**src/rtl/cpu_pkg.sv**
```systemverilog
// rtl/cpu_pkg.sv - opcodes, sequencer states and control strobe bundle
package cpu_pkg;

  localparam logic [4:0] OP_LD   = 5'b00000;
  localparam logic [4:0] OP_LDI  = 5'b00001;
  localparam logic [4:0] OP_ST   = 5'b00010;
  localparam logic [4:0] OP_ADD  = 5'b00011;
  localparam logic [4:0] OP_AND  = 5'b00101;
  localparam logic [4:0] OP_OR   = 5'b00110;
  localparam logic [4:0] OP_ADDI = 5'b01100;
  localparam logic [4:0] OP_ANDI = 5'b01101;
  localparam logic [4:0] OP_ORI  = 5'b01110;
  localparam logic [4:0] OP_BR   = 5'b10011;
  localparam logic [4:0] OP_JR   = 5'b10100;
  localparam logic [4:0] OP_IN   = 5'b10110;
  localparam logic [4:0] OP_OUT  = 5'b10111;
  localparam logic [4:0] OP_MFHI = 5'b11000;
  localparam logic [4:0] OP_MFLO = 5'b11001;
  localparam logic [4:0] OP_NOP  = 5'b11010;
  localparam logic [4:0] OP_HALT = 5'b11011;

  typedef enum logic [3:0] {RESET_S, T0, T1, T2, T3, T4, T5, T6, T7, HALT} state_t;

  typedef struct packed {
    logic PCout;
    logic MDRout;
    logic Zlowout;
    logic Zhighout;
    logic HIout;
    logic LOout;
    logic InPortout;
    logic Csignout;
    logic PCin;
    logic IRin;
    logic MARin;
    logic MDRin;
    logic Yin;
    logic Zlowin;
    logic Zhighin;
    logic HIin;
    logic LOin;
    logic Out_Portin;
    logic CONin;
    logic Gra;
    logic Grb;
    logic Grc;
    logic Rin;
    logic Rout;
    logic BAout;
    logic Read;
    logic Write;
    logic MD_read;
    logic IncPC;
    logic ADD;
    logic AND;
    logic OR;
    logic BRANCH;
  } ctl_t;

  // Final step of each instruction; anything unrecognised ends after fetch.
  function automatic state_t last_step(input logic [4:0] op);
    case (op)
      OP_ADD, OP_AND, OP_OR, OP_ADDI, OP_ANDI, OP_ORI, OP_LDI: last_step = T5;
      OP_LD:                                                  last_step = T7;
      OP_ST, OP_BR:                                           last_step = T6;
      OP_JR, OP_IN, OP_OUT, OP_MFHI, OP_MFLO:                 last_step = T3;
      default:                                                last_step = T2;
    endcase
  endfunction

endpackage

```
**src/rtl/control_decode.sv**
```systemverilog
// rtl/control_decode.sv - combinational map of (state, opcode, CONFF) to datapath strobes
module control_decode
  import cpu_pkg::*;
(
  input  state_t     state,
  input  logic [4:0] op,
  input  logic       CONFF,
  output ctl_t       ctl
);

  logic alu_reg, alu_imm, mem_op;

  assign alu_reg = (op == OP_ADD) || (op == OP_AND) || (op == OP_OR);
  assign alu_imm = (op == OP_ADDI) || (op == OP_ANDI) || (op == OP_ORI);
  assign mem_op  = (op == OP_LD) || (op == OP_LDI) || (op == OP_ST);

  always_comb begin
    ctl = '0;
    case (state)
      T0: begin
        ctl.PCout = 1'b1; ctl.MARin = 1'b1; ctl.IncPC = 1'b1; ctl.Zlowin = 1'b1;
      end
      T1: begin
        ctl.Zlowout = 1'b1; ctl.PCin = 1'b1; ctl.Read = 1'b1;
        ctl.MD_read = 1'b1; ctl.MDRin = 1'b1;
      end
      T2: begin
        ctl.MDRout = 1'b1; ctl.IRin = 1'b1;
      end
      T3: begin
        if (alu_reg || alu_imm) begin
          ctl.Grb = 1'b1; ctl.Rout = 1'b1; ctl.Yin = 1'b1;
        end else if (mem_op) begin
          ctl.Grb = 1'b1; ctl.BAout = 1'b1; ctl.Yin = 1'b1;
        end else begin
          case (op)
            OP_BR:   begin ctl.Gra = 1'b1; ctl.Rout = 1'b1; ctl.CONin = 1'b1; end
            OP_JR:   begin ctl.Gra = 1'b1; ctl.Rout = 1'b1; ctl.PCin = 1'b1; end
            OP_IN:   begin ctl.InPortout = 1'b1; ctl.Gra = 1'b1; ctl.Rin = 1'b1; end
            OP_OUT:  begin ctl.Gra = 1'b1; ctl.Rout = 1'b1; ctl.Out_Portin = 1'b1; end
            OP_MFHI: begin ctl.HIout = 1'b1; ctl.Gra = 1'b1; ctl.Rin = 1'b1; end
            OP_MFLO: begin ctl.LOout = 1'b1; ctl.Gra = 1'b1; ctl.Rin = 1'b1; end
            default: ;
          endcase
        end
      end
      T4: begin
        if (alu_reg || alu_imm) begin
          ctl.Grc      = alu_reg;
          ctl.Rout     = alu_reg;
          ctl.Csignout = alu_imm;
          ctl.ADD      = (op == OP_ADD) || (op == OP_ADDI);
          ctl.AND      = (op == OP_AND) || (op == OP_ANDI);
          ctl.OR       = (op == OP_OR)  || (op == OP_ORI);
          ctl.Zlowin   = 1'b1;
        end else if (mem_op) begin
          ctl.Csignout = 1'b1; ctl.ADD = 1'b1; ctl.Zlowin = 1'b1;
        end else if (op == OP_BR) begin
          ctl.PCout = 1'b1; ctl.Yin = 1'b1;
        end
      end
      T5: begin
        if (alu_reg || alu_imm || op == OP_LDI) begin
          ctl.Zlowout = 1'b1; ctl.Gra = 1'b1; ctl.Rin = 1'b1;
        end else if (op == OP_LD || op == OP_ST) begin
          ctl.Zlowout = 1'b1; ctl.MARin = 1'b1;
        end else if (op == OP_BR) begin
          ctl.Csignout = 1'b1; ctl.ADD = 1'b1; ctl.BRANCH = 1'b1; ctl.Zlowin = 1'b1;
        end
      end
      T6: begin
        case (op)
          OP_LD: begin ctl.Read = 1'b1; ctl.MD_read = 1'b1; ctl.MDRin = 1'b1; end
          OP_ST: begin ctl.Gra = 1'b1; ctl.Rout = 1'b1; ctl.Write = 1'b1; end
          // Branch target is already in Z; the condition decides whether PC takes it.
          OP_BR: begin ctl.Zlowout = 1'b1; ctl.PCin = CONFF; end
          default: ;
        endcase
      end
      T7: begin
        if (op == OP_LD) begin
          ctl.MDRout = 1'b1; ctl.Gra = 1'b1; ctl.Rin = 1'b1;
        end
      end
      default: ;
    endcase
  end

endmodule

```
**src/rtl/control_unit.sv**
```systemverilog
// rtl/control_unit.sv - hardwired CPU sequencer: state register, step logic, retire counter
module control_unit
  import cpu_pkg::*;
#(
  parameter int CNT_W = 16
) (
  input  logic             clock,
  input  logic             clear,
  input  logic [31:0]      IR,
  input  logic             CONFF,
  input  logic             stop,
  output logic             run,
  output logic [CNT_W-1:0] instr_count,
  output logic             PCout,
  output logic             MDRout,
  output logic             Zlowout,
  output logic             Zhighout,
  output logic             HIout,
  output logic             LOout,
  output logic             InPortout,
  output logic             Csignout,
  output logic             PCin,
  output logic             IRin,
  output logic             MARin,
  output logic             MDRin,
  output logic             Yin,
  output logic             Zlowin,
  output logic             Zhighin,
  output logic             HIin,
  output logic             LOin,
  output logic             Out_Portin,
  output logic             CONin,
  output logic             Gra,
  output logic             Grb,
  output logic             Grc,
  output logic             Rin,
  output logic             Rout,
  output logic             BAout,
  output logic             Read,
  output logic             Write,
  output logic             MD_read,
  output logic             IncPC,
  output logic             ADD,
  output logic             AND,
  output logic             OR,
  output logic             BRANCH
);

  state_t     state, state_nxt;
  logic       rst_done;
  logic       retire;
  logic [4:0] op;
  logic       unused_ir;
  ctl_t       ctl;

  assign op        = IR[31:27];
  assign unused_ir = ^IR[26:0];

  // rst_done holds RESET_S for one full cycle after clear is released.
  always_ff @(posedge clock or negedge clear) begin
    if (!clear) begin
      state       <= RESET_S;
      rst_done    <= 1'b0;
      instr_count <= '0;
    end else begin
      state    <= state_nxt;
      rst_done <= 1'b1;
      if (retire) instr_count <= instr_count + CNT_W'(1);
    end
  end

  always_comb begin
    state_nxt = state;
    retire    = 1'b0;
    case (state)
      RESET_S: if (rst_done) state_nxt = T0;
      HALT:    state_nxt = HALT;
      default: begin
        if (state == last_step(op)) begin
          retire    = 1'b1;
          state_nxt = (stop || op == OP_HALT) ? HALT : T0;
        end else begin
          state_nxt = state_t'(state + 4'd1);
        end
      end
    endcase
  end

  assign run = (state != RESET_S) && (state != HALT);

  control_decode u_decode (
    .state (state),
    .op    (op),
    .CONFF (CONFF),
    .ctl   (ctl)
  );

  assign PCout      = ctl.PCout;
  assign MDRout     = ctl.MDRout;
  assign Zlowout    = ctl.Zlowout;
  assign Zhighout   = ctl.Zhighout;
  assign HIout      = ctl.HIout;
  assign LOout      = ctl.LOout;
  assign InPortout  = ctl.InPortout;
  assign Csignout   = ctl.Csignout;
  assign PCin       = ctl.PCin;
  assign IRin       = ctl.IRin;
  assign MARin      = ctl.MARin;
  assign MDRin      = ctl.MDRin;
  assign Yin        = ctl.Yin;
  assign Zlowin     = ctl.Zlowin;
  assign Zhighin    = ctl.Zhighin;
  assign HIin       = ctl.HIin;
  assign LOin       = ctl.LOin;
  assign Out_Portin = ctl.Out_Portin;
  assign CONin      = ctl.CONin;
  assign Gra        = ctl.Gra;
  assign Grb        = ctl.Grb;
  assign Grc        = ctl.Grc;
  assign Rin        = ctl.Rin;
  assign Rout       = ctl.Rout;
  assign BAout      = ctl.BAout;
  assign Read       = ctl.Read;
  assign Write      = ctl.Write;
  assign MD_read    = ctl.MD_read;
  assign IncPC      = ctl.IncPC;
  assign ADD        = ctl.ADD;
  assign AND        = ctl.AND;
  assign OR         = ctl.OR;
  assign BRANCH     = ctl.BRANCH;

endmodule

```
**config.mk**
```make
export PLATFORM = sky130hd
export DESIGN_NAME = control_unit
export DESIGN_NICKNAME = d
export VERILOG_FILES = /design/src/rtl/cpu_pkg.sv /design/src/rtl/control_decode.sv /design/src/rtl/control_unit.sv
export SDC_FILE = /design/constraint.sdc
export NUM_CORES = 1
export LEC_CHECK = 0
export ABC_AREA = 1
export BUFFER_PORTS_ARGS = -buffer_cell sky130_fd_sc_hd__buf_2
export CORE_MARGIN = 2
export CORE_UTILIZATION = 53
export CTS_CLUSTER_SIZE = 14
export DETAILED_ROUTE_END_ITERATION = 12
export PLACE_DENSITY = 0.87
export SYNTH_ARGS = -nofsm -noshare
export SYNTH_HDL_FRONTEND = slang
export SYNTH_HIERARCHICAL = 1
export SYNTH_SLANG_ARGS = --single-unit
```
**constraint.sdc**
```tcl
create_clock -name clock -period 2.45 [get_ports clock]
set_clock_uncertainty 0.05 [all_clocks]
set_input_delay 0.245 -clock clock [delete_from_list [all_inputs] [get_ports clock]]
set_output_delay 0.245 -clock clock [all_outputs]
set_load 0.01 [all_outputs]
```
==> summary.txt <==
Run status
  • Status: complete, no violations

Place
  • Area after DPL: 2380 um2
  • # port buffers: 54
  • Gpl congestion: about 0.94
  • Setup WS pre-CTS: 271 ps
  • Hpwl dp: 3860 um

Layout
  • Fillers: 345
  • Nets: 426
  • Layout area overhead: 16.4%
  • Layout cells sized above 1: approximately a fifth
  • Final Cell Area: 2440 um2
  • Antenna fix cells: 0

Global route
  • Largest net degree at the start of global routing: 22
  • Tot GR Track Use: 23.3%
  • Global-route wire length before repair: 8180 um
  • Global route overflow: 0
  • Initial antenna violation count: 0
  • Vias in the first global route: around 1900

Logic synthesis
  • Yosys top cell by area: dfrtp_1
  • Number of flops mapped to enable cells by yosys: 0
  • Synth Instances: approximately 330
  • Sequential-to-total area share from yosys stat: 25.1%
  • Async SR Flop Fraction: 100%
  • Number of synthesized register bits: 21
  • Synth Flop Type: dfrtp_1
  • Ranking of synthesized cells by area: dfrtp_1 25%, nand2_1 15%, inv_1 8.6%
  • Post-synth top area share: 25.1%
  • Avg Inst Size Synth: 6.45 um2
  • Synth Warn #: 6
  • Synth cell types: 33
  • Synth Cell Area: 2100 um2

Critical path
  • Max stage delay cell, worst path: dfrtp_1
  • Largest stage delay, worst path: 530 ps
  • Crit. End Element: primary output
  • Worst Path Required: 2150 ps
  • Critical path startpoint category: flop
  • Crit path max-delay family: simple AND/OR/NAND/NOR gates
  • CP Max Fanout: 11
  • Worst path bufs/invs: 2
  • CP Class: flop to primary output
  • Crit path DAT: 1830 ps
  • Sequence of cells on the critical path: nor2_1 > nand2_1 > inv_1 > nand4_2 > nor3_1 > buf_2

Timing
  • Worst setup margin: 329 ps
  • Final min period: 2120 ps
  • Tcrit/Tclk final: 86.6%
  • Worst-margin pin slew: 491 ps
  • Finish-stage setup viols: 0
  • Final hold slack: ~380 ps
  • Peak Freq: around 470 MHz
  • Hold Vio Cnt, Final: 0
  • RSZ-0062 raised after global routing: false
  • Slew headroom: 67.0%
  • Setup_tns: 0 ps
  • Final Slew Violations: 0

Floorplanning
  • DIE AREA: roughly 4500 um2
  • Core Region: 3740 um2
  • I/O pin cnt: 86
  • Starting Density: 56.0%
  • Die width: 66.9 um
  • FP Rows: 22
  • Die Y: 66.9 um

Route
  • DRT iter0 DRCs: 180
  • Residual DRC: 0
  • Total number of vias: 2266
  • DR vias/cell: 5.31
  • Post-detailed-route count of antenna-violating nets: 0
  • Final wirelength: 4940 um
  • Pre-Repair DR Iteration Count: 7
  • Wire per inst: 11.6 um

Pwr
  • Total power: 2.02 mW
  • P per Cell Area: 829 nW/um2
  • Net Sw Power: just over 1 mW
  • Leakage: 1.38 nW
  • Maximum VDD drop: 0.737 mV
  • Share of power burned in registers: 33.8%
  • Clk pwr share: 11.2%
  • Comb pwr share: 55.0%
  • Sw Ratio: between 40% and 50%
  • Int Power: 1.02 mW

CTS
  • Clock Latency Late Sink: 260 ps
  • Root Driver: clkbuf_8
  • CTS Sinks: 21
  • TritonCTS clock tree: built
  • CTS buffer count: 3
  • Clk pin slew, worst setup/hold paths: 70 ps
  • Post-CTS Setup Bufs: 0
  • Clock buffer depth: 2
  • CTS H-tree lvls: 1

Run
  • Maxcap violations: 0

Worst hold path
  • Min-delay worst type: input pin to flop
==> cell usage after synthesis, types with 2 or more instances <==
master,n
nand2_2,5
nor3_1,14
nand4_1,7
inv_2,3
nand2_1,83
conb_1,2
buf_4,6
ha_1,10
dfrtp_1,21
nor3_2,2
nor2_1,31
nor2_4,2
buf_2,2
o21ai_0,18
nor4_1,3
xor2_1,16
nor2_2,2
nor3_4,2
nand3_1,35
inv_1,48
==> power by group through the flow <==
stage	logic, mW	clock network (mW)	registers (mW)
2_1_floorplan	0.742	0	0.693
3_3_place_gp	1.07	0	0.677
3_5_place_dp	1.10	0	0.684
4_1_cts	1.11	0.232	0.678
5_1_grt	1.25	0.243	0.709
6_report	1.11	0.227	0.683
==> tightest hold or removal path: stages <==
cell and delay [ps]:
buf_2 80, a41o_1 90, nand3_1 70, nand2_1 80, nand2_1 50, nand2_1 50
==> per-stage QoR <==
stage | cells | utilization (%)
2_1_floorplan | 328 | -
3_3_place_gp | 422 | 63.7
3_5_place_dp | 422 | 63.7
4_1_cts | 427 | 65.1
5_1_grt | 427 | 65.1
6_report | 427 | 65.1
==> area by class of cell <==
cell class	instances	area (um2)	area share [%]
multi-input cells	246	1310	53.7
flip-flops and latches	21	526	21.5
repair buffers	57	308	12.6
inverters	51	191	7.85
well taps	48	60.1	2.46
clock buffers	4	45.0	1.85
==> layout by cell type (no fill, tap or decap), drive strengths merged, types with 2 or more instances in the layout <==
| cell type | netlist | layout |
|---|---|---|
| inv | 51 | 51 |
| or2 | 2 | 2 |
| o21ai | 19 | 19 |
| buf | 10 | 56 |
| dfrtp | 21 | 21 |
| nand2 | 88 | 88 |
| conb | 2 | 5 |
| nor4 | 3 | 3 |
| xor2 | 16 | 16 |
| ha | 10 | 10 |
| nor2 | 35 | 35 |
| clkbuf | 0 | 4 |
| nor3 | 18 | 18 |
| nand3 | 35 | 35 |
| nand4 | 8 | 8 |
==> metal layers <==
layer	global-route usage, %	wire length, um	up-vias
li1	-	-	1136
met1	30.6	2220	1035
met2	39.1	2300	91
met3	4.56	401	4
met4	6.12	14	0
met5	0	0	-
==> state kept, by name, indices dropped and copies added (netlist names) <==
signal and flops:
instr_count 16, state 4, rst_done 1
==> timing repair <==
action / 4_1_cts / 5_1_grt
resized for setup: 0 / 0
hold buffers: 1 / 0
hold endpoints to repair: 21 / 0
==> final timing paths <==
kind	slack [ps]	to	start	cells past startpoint
setup reg to reg	500	instr_count[2]$_DFFE_PN0P_	state[1]$_DFFE_PN0P_	9
hold / removal	380	state[3]$_DFFE_PN0P_	stop	6
hold reg to reg	480	instr_count[15]$_DFFE_PN0P_	instr_count[15]$_DFFE_PN0P_	2
setup / recovery	330	HIout	state[1]$_DFFE_PN0P_	6
min in group asynchronous	410	instr_count[11]$_DFFE_PN0P_	clear	2
max in group asynchronous	1610	instr_count[15]$_DFFE_PN0P_	clear	2
==> cell families (layout without fill, tap and decap cells) <==
group,count (synthesis),count (layout),share of synthesized area [%]
AOI/OAI and AO/OA,24,24,6.21
xor gates and xnor gates,17,17,7.10
adders and majority gates,10,10,5.97
buffers and inverters,61,112,13.0
DFF,21,21,25.1
other,2,5,0.358
and+or+nand+nor,190,190,42.3
No activity file was read; power rests on OpenSTA's default activity.
